===== src/rtl/instr_fetch_unit_pkg.sv =====
// Shared definitions for the instruction fetch front end.
// control_unit's decoders reuse these to extract instruction fields.
package instr_fetch_unit_pkg;

   typedef enum logic [1:0] {
      FETCH = 2'd0,
      ISSUE = 2'd1,
      HALT  = 2'd2
   } fetch_state_t;

   localparam logic [31:0] INSTR_NOP = 32'hE1A0_0000;

   localparam int unsigned COND_LSB  = 28;
   localparam int unsigned OP_LSB    = 26;
   localparam int unsigned FUNCT_LSB = 20;
   localparam int unsigned RN_LSB    = 16;
   localparam int unsigned RD_LSB    = 12;
   localparam int unsigned RM_LSB    = 0;
   localparam int unsigned IMM12_LSB = 0;

endpackage


===== src/rtl/instr_fetch_unit_field_split.sv =====
// Combinational split of an instruction word into decoder fields.
module instr_field_split
   import instr_fetch_unit_pkg::*;
(
   input  logic [31:0] instr,
   output logic [3:0]  cond,
   output logic [1:0]  op,
   output logic [5:0]  funct,
   output logic [3:0]  rn,
   output logic [3:0]  rd,
   output logic [3:0]  rm,
   output logic [11:0] imm12
);

   assign cond  = instr[COND_LSB  +: 4];
   assign op    = instr[OP_LSB    +: 2];
   assign funct = instr[FUNCT_LSB +: 6];
   assign rn    = instr[RN_LSB    +: 4];
   assign rd    = instr[RD_LSB    +: 4];
   assign rm    = instr[RM_LSB    +: 4];
   assign imm12 = instr[IMM12_LSB +: 12];

endmodule


===== src/rtl/instr_fetch_unit.sv =====
// Instruction fetch unit: owns the PC, fetches over a req/ack handshake,
// holds the instruction register and counts retired instructions.
module instr_fetch_unit #(
   parameter logic [31:0] RESET_VECTOR = 32'h0000_0000,
   parameter int unsigned TIMEOUT      = 16,
   parameter logic [31:0] INSTR_NOP    = instr_fetch_unit_pkg::INSTR_NOP
) (
   input  logic        clk,
   input  logic        rst,
   input  logic        i_stall,
   input  logic        i_branch_taken,
   input  logic [31:0] i_branch_target,
   output logic        o_imem_req,
   output logic [31:0] o_imem_addr,
   input  logic        i_imem_ack,
   input  logic [31:0] i_imem_rdata,
   output logic        o_instr_valid,
   output logic [31:0] o_instr,
   output logic [3:0]  o_cond,
   output logic [1:0]  o_op,
   output logic [5:0]  o_funct,
   output logic [3:0]  o_rn,
   output logic [3:0]  o_rd,
   output logic [3:0]  o_rm,
   output logic [11:0] o_imm12,
   output logic [31:0] o_pc,
   output logic [31:0] o_pc_plus8,
   output logic [31:0] o_retired,
   output logic        o_fetch_err
);
   import instr_fetch_unit_pkg::*;

   localparam logic [7:0] TMO_LAST = 8'(TIMEOUT - 1);

   fetch_state_t state;
   logic [31:0]  pc;
   logic [7:0]   tmo_cnt;

   // Fetch/issue/halt sequencing with PC, instruction register and counters
   always_ff @(posedge clk or posedge rst) begin
      if (rst) begin
         state         <= FETCH;
         pc            <= RESET_VECTOR;
         tmo_cnt       <= '0;
         o_instr       <= INSTR_NOP;
         o_instr_valid <= 1'b0;
         o_retired     <= '0;
         o_fetch_err   <= 1'b0;
      end else begin
         case (state)
            FETCH: begin
               if (i_imem_ack) begin
                  o_instr       <= i_imem_rdata;
                  o_instr_valid <= 1'b1;
                  tmo_cnt       <= '0;
                  state         <= ISSUE;
               end else if (tmo_cnt == TMO_LAST) begin
                  o_fetch_err <= 1'b1;
                  state       <= HALT;
               end else begin
                  tmo_cnt <= tmo_cnt + 8'd1;
               end
            end
            ISSUE: begin
               if (!i_stall) begin
                  o_retired     <= o_retired + 32'd1;
                  o_instr_valid <= 1'b0;
                  state         <= FETCH;
                  pc            <= i_branch_taken ? (i_branch_target & ~32'd3)
                                                  : pc + 32'd4;
               end
            end
            default: begin
               // HALT (and any unused encoding) waits for reset
            end
         endcase
      end
   end

   // Request is gated by rst so it drops the moment reset asserts
   assign o_imem_req  = (state == FETCH) && !rst;
   assign o_imem_addr = pc;
   assign o_pc        = pc;
   assign o_pc_plus8  = pc + 32'd8;

   instr_field_split u_field_split (
      .instr (o_instr),
      .cond  (o_cond),
      .op    (o_op),
      .funct (o_funct),
      .rn    (o_rn),
      .rd    (o_rd),
      .rm    (o_rm),
      .imm12 (o_imm12)
   );

endmodule


===== config.mk =====
export PLATFORM = sky130hd
export DESIGN_NAME = instr_fetch_unit
export DESIGN_NICKNAME = d
export VERILOG_FILES = /design/src/rtl/instr_fetch_unit_pkg.sv /design/src/rtl/instr_fetch_unit_field_split.sv /design/src/rtl/instr_fetch_unit.sv
export SDC_FILE = /design/constraint.sdc
export NUM_CORES = 1
export LEC_CHECK = 0
export CORE_MARGIN = 3
export CORE_UTILIZATION = 30
export CTS_CLUSTER_SIZE = 20
export DETAILED_ROUTE_END_ITERATION = 8
export PLACE_DENSITY = 0.6
export SLEW_MARGIN = 20
export SYNTH_ARGS = -nofsm -noshare
export SYNTH_HDL_FRONTEND = slang
export SYNTH_SLANG_ARGS = --single-unit

===== constraint.sdc =====
create_clock -name clk -period 3.7 [get_ports clk]
set_clock_uncertainty 0.1 [all_clocks]
set_input_delay 0.37 -clock clk [delete_from_list [all_inputs] [get_ports clk]]
set_output_delay 0.37 -clock clk [all_outputs]
set_load 0.005 [all_outputs]

==> flow_summary.yaml <==
status:
  run_status: "finished clean"
final_layout:
  area_delta_synth_final_pct: 40.6
  n_antenna_cell: 0
  regArea_um2: 2660
  nNetsFinal: 902
  multi_input_area_um2: 2830
  nFillCells: 2034
  drive_above_1_share_pct: 10.4
power_and_ir_drop:
  p_clk_share_pct: 42.6
  intPower_mw: 1.70
  pwr-share-seq_pct: 51.6
  p_sw_share_pct: 24.1
  ir_worst_vdd_uv: 161
  pwr_density_cell_nw_per_um2: 254
  p_total_mw: 2.24
  switchingPower_mw: 0.542
  p_leak_nw: 3.66
  p_comb_share_pct: 5.9
synthesis:
  ys_seq_elements: 106
  yosysTopAreaCell: "dfrtp_1"
  postSynthCellCount: 653
  synth.distinct_cells: 64
  syn_area_per_cell_um2: 9.63
  synth.area.top_cells: "dfrtp_1 (40%), buf_4 (9.1%), mux2_2 (5.7%)"
  ys.flop_type: "dfrtp_1"
  yosys_warnings: 0
  syn_area_um2: 6290
  async_reset_ff_share_pct: 100
  synth_edf_count: 0
  yosysTopAreaCellShare_pct: 39.8
  ys_seq_area_share_pct: 42.3
sta:
  period_needed_ns: 3.34
  setup_violations: 0
  min_period_over_period_pct: 90.2
  max_slew_margin_pct: 40.6
  tns_ns: 0
  rsz0062_at_grt: "false"
  fin_ws_ns: 0.364
  max_freq_ghz: 0.300
  slew_violations: 0
  finalHoldViolations: 0
  tightest_slew_ns: 0.890
route:
  dr.pass1.iters: 4
  wl_per_cell_um: 16.8
  remaining_drc_errors: 0
  viasPerCell: 4.87
  drtAntennaViolNets: 0
  wirelength_um: 18500
  vias: 5375
  drt_iter0_drc: 263
worst_setup_path:
  setup.worst_path.end_class: "output port"
  arrival_ns: 2.87
  cp_top_family: "simple AND/OR/NAND/NOR gates"
  crit_path_start_kind: "register"
  cp_slowest_cell: "dfrtp_1"
  crit_type: "register to output port"
  cp_data_required_time_ns: 3.23
  max_stage_delay_ns: 0.60
  critPathMaxFanout: 10
  crit_buf_inv: 1
  crit_path_cell_trace: "nand4_4 > or2_2 > nor4_1 > nand2_1 > xnor2_1 > clkdlybuf4s50_1"
place:
  place_ws_ns: 0.671
  gp_congestion: 0.798
  dp_hpwl_um: 13600
  io_buffers: 259
global_routing:
  busiest_layer: "met2"
  grt_pass1_wl_um: 28800
  grt_max_degree: 51
  grt_usage_pct: 15.9
  grt_use_met3_pct: 4.39
  grt.overflow.total: 0
  antenna_found_initial: 0
  met2_usage_pct: 25.3
  grt_pass1_vias: 5163
  use_met1_pct: 21.4
cts:
  htree_levels: 3
  clk_pin_slew_ns: 0.08
  cts_tree: "done"
  clock_latency_ns: 0.35
  clockBufferDepth: 2
  cts_root_buf: "clkbuf_16"
  cts_buffers: 9
  cts.sinks: 106
die:
  start_util_pct: 30.8
  die_x_um: 151
  ios: 268
  die_area_um2: 22700
  core_area_um2: 20400
  die_h_um: 151
  rows: 52
flow_run:
  max_cap_violations: 0
hold_path:
  min_path_type: "register to register"
## metrics by stage
step                      instances  instance area, um^2  util [%]  hold slack (ns)
final                          1104                 8840      43.3            0.366
after global routing           1104                 8840      43.3            0.403
after CTS                      1104                 8840      43.3            0.377
after detailed placement       1088                 8550      41.8            0.348
after global placement         1088                 8550      41.8            0.352
after floorplan                 658                 6300         -            0.351
## worst register-to-register path: cells and delay by family (launching register included)
| family | cells | cell delay [ns] |
|---|---|---|
| AO/OA/AOI/OAI | 1 | 0.14 |
| adder cells (fa/ha/maj) | 1 | 0.29 |
| flip-flops | 1 | 0.62 |
| AND/OR/NAND/NOR | 4 | 1.36 |
## state kept, by name (all words and copies together), names as in the netlist
register and count:
o_instr_valid 1, o_retired 32, o_instr 32, o_imem_addr 30, o_fetch_err 1, state 2
tmo_cnt 8
## worst paths after layout
| kind | start | endpoint | slack [ns] | cells past startpoint |
|---|---|---|---|---|
| max in group asynchronous | rst | o_instr[21] | 2.26 | 3 |
| min in group asynchronous | rst | o_retired[16] | 0.42 | 2 |
| worst min register to register | o_fetch_err | o_fetch_err | 0.37 | 1 |
| worst min-delay path | o_fetch_err | o_fetch_err | 0.37 | 1 |
| worst max register to register | o_imem_addr[2] | o_imem_addr[26] | 1.12 | 6 |
| worst max-delay path | o_imem_addr[6] | o_pc_plus8[30] | 0.36 | 6 |
## cell usage after synthesis, types with 14 or more instances
library cell    n
nand3_1        27
xnor2_1        33
nor3_1         19
dfrtp_1       100
clkbuf_1       15
nor2_1         44
xor2_1         27
nand2_1        52
o21ai_0        33
a21oi_1        32
inv_1          14
mux2_2         32
nand4_1        15
buf_4          76
## placed cells by master (no fill, tap or decap), types with 15 or more instances in the layout
| cell | instances |
|---|---|
| clkdlybuf4s50_1 | 258 |
| dfrtp_1 | 100 |
| nand2_1 | 52 |
| nor2_1 | 44 |
| o21ai_0 | 33 |
| xnor2_1 | 33 |
| a21oi_1 | 32 |
| mux2_2 | 32 |
| nand3_1 | 27 |
| xor2_1 | 27 |
| nor3_1 | 19 |
| nand4_1 | 15 |
## layout make-up
type                       count  area share, %
clock buffer                   9           2.55
clock inverter                 7          0.736
inverter                      14          0.623
multi-input combinational    428           32.0
sequential                   106           30.1
tap                          270           3.82
timing repair buffer         270           30.2
## logic make-up after synthesis
logic type | count (synthesis) | synth area share [%]
compound gates | 103 | 10.1
xor+xnor | 60 | 8.36
fa+ha+maj | 4 | 0.796
buf+inv | 124 | 13.2
flops | 106 | 42.3
mux | 34 | 6.05
other cells | 1 | 0.0597
simple gates | 221 | 19.1
## routing by layer
layer	vias to the layer above	part of all wire (%)
met5	-	0
met4	0	0.91
met3	12	9.3
met2	226	46
met1	2567	43
li1	2570	-
## power by group through the flow
| stage | clock network, mW | registers, mW | logic (mW) |
|---|---|---|---|
| global route | 1.05 | 1.16 | 0.146 |
| floorplan | 0 | 1.18 | 0.0485 |
| global placement | 0 | 1.18 | 0.133 |
| finish | 0.955 | 1.16 | 0.132 |
| CTS | 0.999 | 1.16 | 0.135 |
| detailed placement | 0 | 1.18 | 0.134 |
## what timing repair did
| item | CTS | global route |
|---|---|---|
| resized for setup | 0 | 1 |
| buffers inserted | 0 | 0 |
| hold buffers | 0 | 0 |
| setup endpoints to repair | 0 | 1 |
Note: power is estimated with default switching activity, not from simulation.
